**src/rtl/program_loader.sv**
```systemverilog
// Program loader: takes a framed byte stream (sync, count, hi/lo data pairs,
// XOR checksum) and writes 16-bit words into instruction memory from address
// 0 upward. The CPU is held in reset until a frame passes its checksum.
module program_loader #(
  parameter logic [7:0]  SYNC_BYTE = 8'hA5,
  parameter int unsigned TIMEOUT   = 1000
) (
  input  logic        i_CLK,
  input  logic        i_RST,
  input  logic [7:0]  i_Byte,
  input  logic        i_ByteValid,
  output logic        o_ByteReady,
  output logic        o_WE,
  output logic [7:0]  o_WAddr,
  output logic [15:0] o_WData,
  output logic        o_CPU_RSTn,
  output logic        o_Busy,
  output logic        o_Done,
  output logic        o_Error,
  output logic [1:0]  o_ErrCode
);

  typedef enum logic [2:0] {
    StIdle, StCount, StHi, StLo, StWrite, StCheck, StDone, StErr
  } state_e;

  localparam logic [1:0]  ErrNone     = 2'b00;
  localparam logic [1:0]  ErrChecksum = 2'b01;
  localparam logic [1:0]  ErrTimeout  = 2'b10;
  localparam logic [31:0] TimeoutLast = TIMEOUT - 1;

  state_e      state_q;
  logic [8:0]  word_cnt_q;
  logic [7:0]  csum_q;
  logic [31:0] to_cnt_q;

  logic accept;
  logic waiting;
  logic timeout_hit;

  // Ready is a pure state decode; the loader only stalls the source while writing.
  assign o_ByteReady = (state_q != StWrite);
  assign accept      = i_ByteValid && o_ByteReady;

  // States where a missing byte counts towards the inter-byte timeout.
  assign waiting = (state_q == StCount) || (state_q == StHi) ||
                   (state_q == StLo)    || (state_q == StCheck);
  assign timeout_hit = (TIMEOUT != 0) && (to_cnt_q == TimeoutLast);

  // Frame FSM with registered outputs, word counter, checksum and timeout counter.
  always_ff @(posedge i_CLK or posedge i_RST) begin
    if (i_RST) begin
      state_q    <= StIdle;
      word_cnt_q <= '0;
      csum_q     <= '0;
      to_cnt_q   <= '0;
      o_WE       <= 1'b0;
      o_WAddr    <= '0;
      o_WData    <= '0;
      o_CPU_RSTn <= 1'b0;
      o_Busy     <= 1'b0;
      o_Done     <= 1'b0;
      o_Error    <= 1'b0;
      o_ErrCode  <= ErrNone;
    end else begin
      o_WE <= 1'b0;
      unique case (state_q)
        StIdle, StDone, StErr: begin
          // Non-sync bytes are consumed and dropped.
          if (accept && (i_Byte == SYNC_BYTE)) begin
            state_q    <= StCount;
            o_CPU_RSTn <= 1'b0;
            o_Done     <= 1'b0;
            o_Error    <= 1'b0;
            o_ErrCode  <= ErrNone;
            csum_q     <= '0;
            o_WAddr    <= '0;
            to_cnt_q   <= '0;
            o_Busy     <= 1'b1;
          end
        end
        StCount: begin
          if (accept) begin
            // A count of zero means a full 256-word image.
            word_cnt_q <= (i_Byte == 8'd0) ? 9'd256 : {1'b0, i_Byte};
            to_cnt_q   <= '0;
            state_q    <= StHi;
          end
        end
        StHi: begin
          if (accept) begin
            o_WData[15:8] <= i_Byte;
            csum_q        <= csum_q ^ i_Byte;
            to_cnt_q      <= '0;
            state_q       <= StLo;
          end
        end
        StLo: begin
          if (accept) begin
            o_WData[7:0] <= i_Byte;
            csum_q       <= csum_q ^ i_Byte;
            to_cnt_q     <= '0;
            o_WE         <= 1'b1;
            state_q      <= StWrite;
          end
        end
        StWrite: begin
          o_WAddr    <= o_WAddr + 8'd1;
          word_cnt_q <= word_cnt_q - 9'd1;
          state_q    <= (word_cnt_q == 9'd1) ? StCheck : StHi;
        end
        StCheck: begin
          if (accept) begin
            to_cnt_q <= '0;
            o_Busy   <= 1'b0;
            if (i_Byte == csum_q) begin
              state_q    <= StDone;
              o_Done     <= 1'b1;
              o_CPU_RSTn <= 1'b1;
            end else begin
              state_q   <= StErr;
              o_Error   <= 1'b1;
              o_ErrCode <= ErrChecksum;
            end
          end
        end
        default: state_q <= StIdle;
      endcase

      // Inter-byte timeout; overrides the case above only on idle cycles.
      if (waiting && !accept && (TIMEOUT != 0)) begin
        if (timeout_hit) begin
          state_q   <= StErr;
          o_Busy    <= 1'b0;
          o_Error   <= 1'b1;
          o_ErrCode <= ErrTimeout;
          to_cnt_q  <= '0;
        end else begin
          to_cnt_q <= to_cnt_q + 32'd1;
        end
      end
    end
  end

endmodule

```
**config.mk**
```make
export PLATFORM = sky130hd
export DESIGN_NAME = program_loader
export DESIGN_NICKNAME = d
export VERILOG_FILES = /design/src/rtl/program_loader.sv
export SDC_FILE = /design/constraint.sdc
export NUM_CORES = 1
export LEC_CHECK = 0
export ABC_AREA = 1
export CAP_MARGIN = 20
export CELL_PAD_IN_SITES_DETAIL_PLACEMENT = 1
export CELL_PAD_IN_SITES_GLOBAL_PLACEMENT = 1
export CORE_ASPECT_RATIO = 1.5
export CORE_MARGIN = 3
export CORE_UTILIZATION = 45
export DETAILED_ROUTE_END_ITERATION = 16
export GPL_TIMING_DRIVEN = 0
export PLACE_DENSITY = 0.81
export SLEW_MARGIN = 20
export SYNTH_ARGS = -nofsm -noshare
export SYNTH_HDL_FRONTEND = slang
export SYNTH_SLANG_ARGS = --single-unit
```
**constraint.sdc**
```tcl
create_clock -name i_CLK -period 7.2 [get_ports i_CLK]
set_input_delay 1.08 -clock i_CLK [delete_from_list [all_inputs] [get_ports i_CLK]]
set_output_delay 1.08 -clock i_CLK [all_outputs]
set_load 0.1 [all_outputs]
```
==> reports/metrics.cfg, run 1 <==
[place]
io_buffer_count=42
dpl.hpwl_um=11900
gp_congestion=0.927
place_inst=854

[route]
drtPass1Iterations=4
drc=0
first_iter_violations=178
detail-route-antenna-nets=0
drt_wl_total_um=15400
vias=4773
vias_per_cell=5.49
wl_per_cell_um=17.7

[synthesis]
synth.area.mux_share=0
synth_compound_area_frac=0.0846
synth-xor-area-share=0.0204
synth_area_leaders=dfrtp_1 43%, nand2_1 18%, nand3_1 6.9%, inv_1 6.1%, o21ai_0 5.4%
synth.ff_latch_count=82
yosysTopAreaCell=dfrtp_1
syn-mean-instance-area_um2=7.06
synthFlopType=dfrtp_1
yosys_warnings=0
synth_edf_count=0
ys_seq_area_frac=0.434
synth-simple-area-share=0.372
syn_nets=685
synth_top_family_by_area=simple AND/OR/NAND/NOR gates
synth_top_cell_area_share=0.434
syn_inst=670
ys_async_sr_fraction=1.00
syn_area_um2=4730
yosys.area_share.adder=0.0106
yosysUniqueCellTypes=32

[timing]
worst_pin_slew_ns=0.997
grt_setup_unrepaired=false
maxSlewHeadroom=0.333
fin_setup_tns_ns=0
finalSetupViolCount=0
hold_viol_final=0
fin_crit_ns=3.58
maxSlewViolCount=0
fin_skew_ns=0.00431
finalCritPeriodShare=0.497
max_freq_mhz=280

[setup_path]
cp_max_fo=10
critPathKind=flop to output pin
end_kind=output pin
cp.required_ns=6.12
crit_arrival_ns=2.50
rr_startpoint=to_cnt_q[0]
cp-start-kind=flop
critPathLaunch=state_q[1]

[global_routing]
grt_overflow=0
grt_pass1_wl_um=25400
grt.total_usage=0.267
antenna_found_initial=0
grt_max_degree=48
grt_pass1_vias=5244

[cells_and_area]
fin_cells=870
fill_cells=1371
n_antenna_cell=0
nNetsFinal=739
drive_gt1_frac=0.0576
multi_input_area_um2=2310
regArea_um2=2050
areaGrowthSynthToFinish_pct=19.7

[die]
initial_core_util=0.464
pin_count=43
die_h_um=132
coreArea_um2=10200
std_cell_rows=45
dieArea_um2=11800
die_x_um=89.7

[cts]
clk_latency_ns=0.34
cts_buffers=9
cts_tree=yes
post_cts_buffers=0
cts_buffer_depth=2
cts.repair.resized=0
clk_pin_slew_ns=0.06
cts-htree-levels=3
cts_hold_buffers=0
cts_sinks=82
cts_root_buf=clkbuf_16

[pwr]
power.leakage_nw=2.64
ir_drop_mv=0.400
p_per_area_nw_per_um2=436

[hold_path]
min_path_type=flop to flop
worstHoldStart=o_WData[0]

[run]
maxCapViolCount=0

[run_status]
status=completed

## through the flow
| step | total power [W] | cell area, µm² | worst slack (ns) | hold slack [ns] | utilization |
|---|---|---|---|---|---|
| after global routing | 0.00260 | 5660 | 3.53 | 0.519 | 0.556 |
| after CTS | 0.00248 | 5660 | 3.64 | 0.497 | 0.556 |
| final | 0.00247 | 5660 | 3.62 | 0.490 | 0.556 |
| after global placement | 0.00194 | 5330 | 2.62 | 0.469 | 0.523 |
| after floorplan | 0.00165 | 4730 | 4.01 | 0.471 | - |
| after detailed placement | 0.00200 | 5360 | 4.03 | 0.481 | 0.526 |
## cells in the final DEF (no fill, tap or decap), types with 2 or more instances in the layout
master | synthesis | layout
clkinv_4 | 0 | 3
nand2_1 | 232 | 232
xor2_1 | 8 | 8
nand2_4 | 2 | 2
a21oi_1 | 5 | 5
nor2_1 | 63 | 63
nor3_1 | 18 | 18
ha_1 | 4 | 4
nand3_1 | 65 | 65
nor2_4 | 3 | 3
o211ai_1 | 3 | 3
o21ai_1 | 6 | 6
xnor2_1 | 3 | 3
o22ai_1 | 3 | 3
o21ai_0 | 51 | 51
clkdlybuf4s50_1 | 0 | 42
a31oi_1 | 2 | 2
buf_2 | 9 | 9
nand4_1 | 19 | 19
inv_1 | 77 | 76
dfrtp_1 | 82 | 82
buf_4 | 3 | 3
clkinv_2 | 0 | 2
clkbuf_16 | 0 | 9
## cell families (layout without fill, tap and decap cells)
family / after synthesis / after routing
AND/OR/NAND/NOR: 408 / 408
buffers and inverters: 91 / 150
flip-flops: 82 / 82
adder cells (fa/ha/maj): 4 / 4
AO/OA/AOI/OAI: 74 / 74
XOR/XNOR: 11 / 11
## cell type report
class                   instances  share of cell area
multi-input cells             497               0.408
flip-flops and latches         82               0.362
repair buffers                 43              0.0791
inverters                      78              0.0521
clock buffers                  10              0.0422
well taps                     141              0.0311
plain buffers                  13              0.0139
clock inverters                 6              0.0117
## cell usage after synthesis (2+ instances only)
cell type	number
a21oi_1	5
a31oi_1	2
buf_2	9
buf_4	3
dfrtp_1	82
ha_1	4
inv_1	77
nand2_1	232
nand2_4	2
nand3_1	65
nand4_1	19
nor2_1	63
nor2_4	3
nor3_1	18
o211ai_1	3
o21ai_0	51
o21ai_1	6
o22ai_1	3
xnor2_1	3
xor2_1	8
## metal layers
layer	global-route usage	part of all wire
met1	0.275	0.36
met2	0.506	0.56
met3	0.0338	0.024
met4	0.163	0.055
met5	0	0
## state kept, by name, summed over array words and instances, names as in the netlist
name        cells
csum_q          8
o_Busy          1
o_Done          1
o_ErrCode       2
o_Error         1
o_WAddr         8
o_WData        16
o_WE            1
state_q         3
to_cnt_q       32
word_cnt_q      9
## critical path: stages (launching register included)
cell and delay, ns:
dfrtp_1 0.38, inv_1 0.12, nand2_4 0.11, nor2_4 0.07, inv_1 0.08, buf_2 0.22
clkdlybuf4s50_1 1.17
## path summary, 6_finish.rpt
path | end | slack [ns] | cells after the start
max reg2reg | to_cnt_q[14] | 5.10 | 7
min | o_WData[0] | 0.49 | 2
max | o_ByteReady | 3.62 | 6
max in group asynchronous | word_cnt_q[8] | 5.47 | 3
min in group asynchronous | o_WData[12] | 1.12 | 2
min reg2reg | o_WData[0] | 0.49 | 2
## power breakdown
| group | total [W] | switching, W | internal, W | leakage (nW) |
|---|---|---|---|---|
| clock network | 0.000476 | 0.000197 | 0.000279 | 0.152 |
| logic | 0.00130 | 0.000990 | 0.000306 | 1.43 |
| registers | 0.000697 | 0.000108 | 0.000589 | 1.06 |
Note: power is estimated with default switching activity, not from simulation.
==> run 2, diff against run 1 <==
- CORE_UTILIZATION: 45 -> 38
- PLACE_DENSITY: 0.81 -> 0.72
- clock period: 7.2 -> 3.1 ns (I/O delays scaled with it)
==> reports/metrics.cfg, run 2 (synthesized netlist as in run 1, its figures left out) <==
[cts]
cts_sinks=82  ; unchanged
cts.repair.resized=0  ; unchanged
cts_tree=yes
clk_latency_ns=0.34  ; about the same
cts_buffers=9  ; unchanged
clk_pin_slew_ns=0.06  ; about the same
cts_hold_buffers=0  ; unchanged
post_cts_buffers=0  ; unchanged
cts_buffer_depth=2  ; unchanged
cts_root_buf=clkbuf_16
cts-htree-levels=3  ; unchanged

[die]
dieArea_um2=13900  ; +17%
die_h_um=143  ; +8.4%
coreArea_um2=12100  ; +19%
pin_count=43  ; unchanged
initial_core_util=0.392  ; -0.0725
std_cell_rows=49  ; +8.9%
die_x_um=97.1  ; +8.2%

[route]
drc=0  ; unchanged
wl_per_cell_um=16.8  ; -4.7%
vias=4675  ; -2.1%
detail-route-antenna-nets=0  ; unchanged
vias_per_cell=5.30  ; -3.4%
first_iter_violations=143  ; -20%
drtPass1Iterations=4  ; unchanged
drt_wl_total_um=14900  ; -3.3%

[global_routing]
grt_overflow=0  ; unchanged
grt_pass1_vias=5085  ; -3.0%
grt.total_usage=0.222  ; -0.0456
grt_pass1_wl_um=24600  ; -3.1%
antenna_found_initial=0  ; unchanged
grt_max_degree=43  ; -10%

[pwr]
finalPower_w=0.00567  ; +130%
power.leakage_nw=2.63  ; -0.52%
ir_drop_mv=0.925  ; +130%
p_per_area_nw_per_um2=999  ; +130%

[place]
io_buffer_count=42  ; unchanged
dpl.hpwl_um=11600  ; -1.9%
dpl_cell_area_um2=5370  ; +0.28%
gp_congestion=0.872  ; -5.9%
place_ws_ns=0.536  ; -3.49 ns

[timing]
setup_slack_ns=0.162  ; -3.46 ns
max_freq_mhz=340
finalCritPeriodShare=0.948
grt_setup_unrepaired=false
finalSetupViolCount=0  ; unchanged
maxSlewHeadroom=0.340  ; +0.00704
fin_skew_ns=0.00680  ; +0.00249 ns
hold_viol_final=0  ; unchanged
maxSlewViolCount=0  ; unchanged
worst_pin_slew_ns=0.987  ; -0.0105 ns
fin_crit_ns=2.94

[setup_path]
crit_slowest_cell=clkdlybuf4s50_1
crit_top_cell=inv_1
critPathKind=flop to output pin
crit_arrival_ns=2.47  ; -0.03 ns
path_buf_inv=4  ; unchanged
cp.required_ns=2.63  ; -3.49 ns
ff2ff_setup_slack_ns=1.04  ; -4.06 ns
cp-start-kind=flop
crit_chain=inv_1 > nand2_4 > nor2_4 > inv_1 > buf_2 > clkdlybuf4s50_1
end_kind=output pin
cp_max_fo=10  ; unchanged
critPathMaxStageDelay_ns=1.17  ; about the same
crit_family=buffers and inverters

[cells_and_area]
nNetsFinal=739  ; unchanged
regMostFlops=to_cnt_q
n_antenna_cell=0  ; unchanged
fin_area_um2=5670  ; +0.11%
areaGrowthSynthToFinish_pct=19.8
final_common_cell=nand2_1
top_regs=to_cnt_q (32), o_WData (16), word_cnt_q (9)
drive_gt1_frac=0.0562  ; -0.00137
final_cell_mix=232 x nand2_1, 82 x dfrtp_1, 76 x inv_1
fill_cells=1520  ; +11%
largest_reg_flops=32  ; unchanged
final_core_util=0.469  ; -0.0863

[run]
maxCapViolCount=0  ; unchanged

[hold_path]
min_path_type=flop to flop

[run_status]
status=completed

run 2: changes by cell type in the layout (fill, tap and decap cells not counted):
cell / before / now
clkinv_2: 2 / 1
clkbuf_1: 0 / 1
clkbuf_8: 1 / 0
clkinv_4: 3 / 2
clkinvlp_4: 0 / 2
run 2: routing by layer:
| metal | global-route usage | vias to the layer above | share of wire |
|---|---|---|---|
| li1 | - | 2268 | - |
| met4 | 0.120 | 0 | 0.050 |
| met5 | 0 | - | 0 |
| met2 | 0.430 | 90 | 0.55 |
| met3 | 0.0264 | 53 | 0.021 |
| met1 | 0.230 | 2264 | 0.38 |
run 2: final timing paths:
| kind | start | end | cells after the start |
|---|---|---|---|
| setup / recovery | state_q[1] | o_ByteReady | 6 |
| hold / removal | o_WData[14] | o_WData[14] | 2 |
| setup reg to reg | to_cnt_q[0] | to_cnt_q[14] | 7 |
| hold reg to reg | o_WData[14] | o_WData[14] | 2 |
| max in group asynchronous | i_RST | o_WAddr[5] | 3 |
| min in group asynchronous | i_RST | o_WE | 2 |
run 2: tightest hold or removal path, stage by stage (launching register included):
cell	delay, ns
dfrtp_1	0.34
nand2_1	0.05
o21ai_0	0.06
run 2: power breakdown:
part,internal (W),switching (W)
clock,0.000626,0.000468
combinational,0.000709,0.00226
sequential,0.00137,0.000240
run 2: area by class of cell:
type                            instances  area, µm²  area share
Clock inverter                          6       67.6      0.0119
Timing Repair Buffer                   43        448      0.0790
Clock buffer                           10        229      0.0404
Buffer                                 13       78.8      0.0139
Tap cell                              153        191      0.0338
Multi-Input combinational cell        497       2310       0.407
Inverter                               78        295      0.0521
Sequential cell                        82       2050       0.362
run 2: metrics by stage:
step / hold slack [ns] / instances / setup TNS (ns)
2_1_floorplan: 0.471 / 670 / 0
3_3_place_gp: 0.472 / 865 / -77.52
3_5_place_dp: 0.480 / 866 / 0
4_1_cts: 0.496 / 882 / 0
5_1_grt: 0.520 / 882 / 0
6_report: 0.488 / 882 / 0
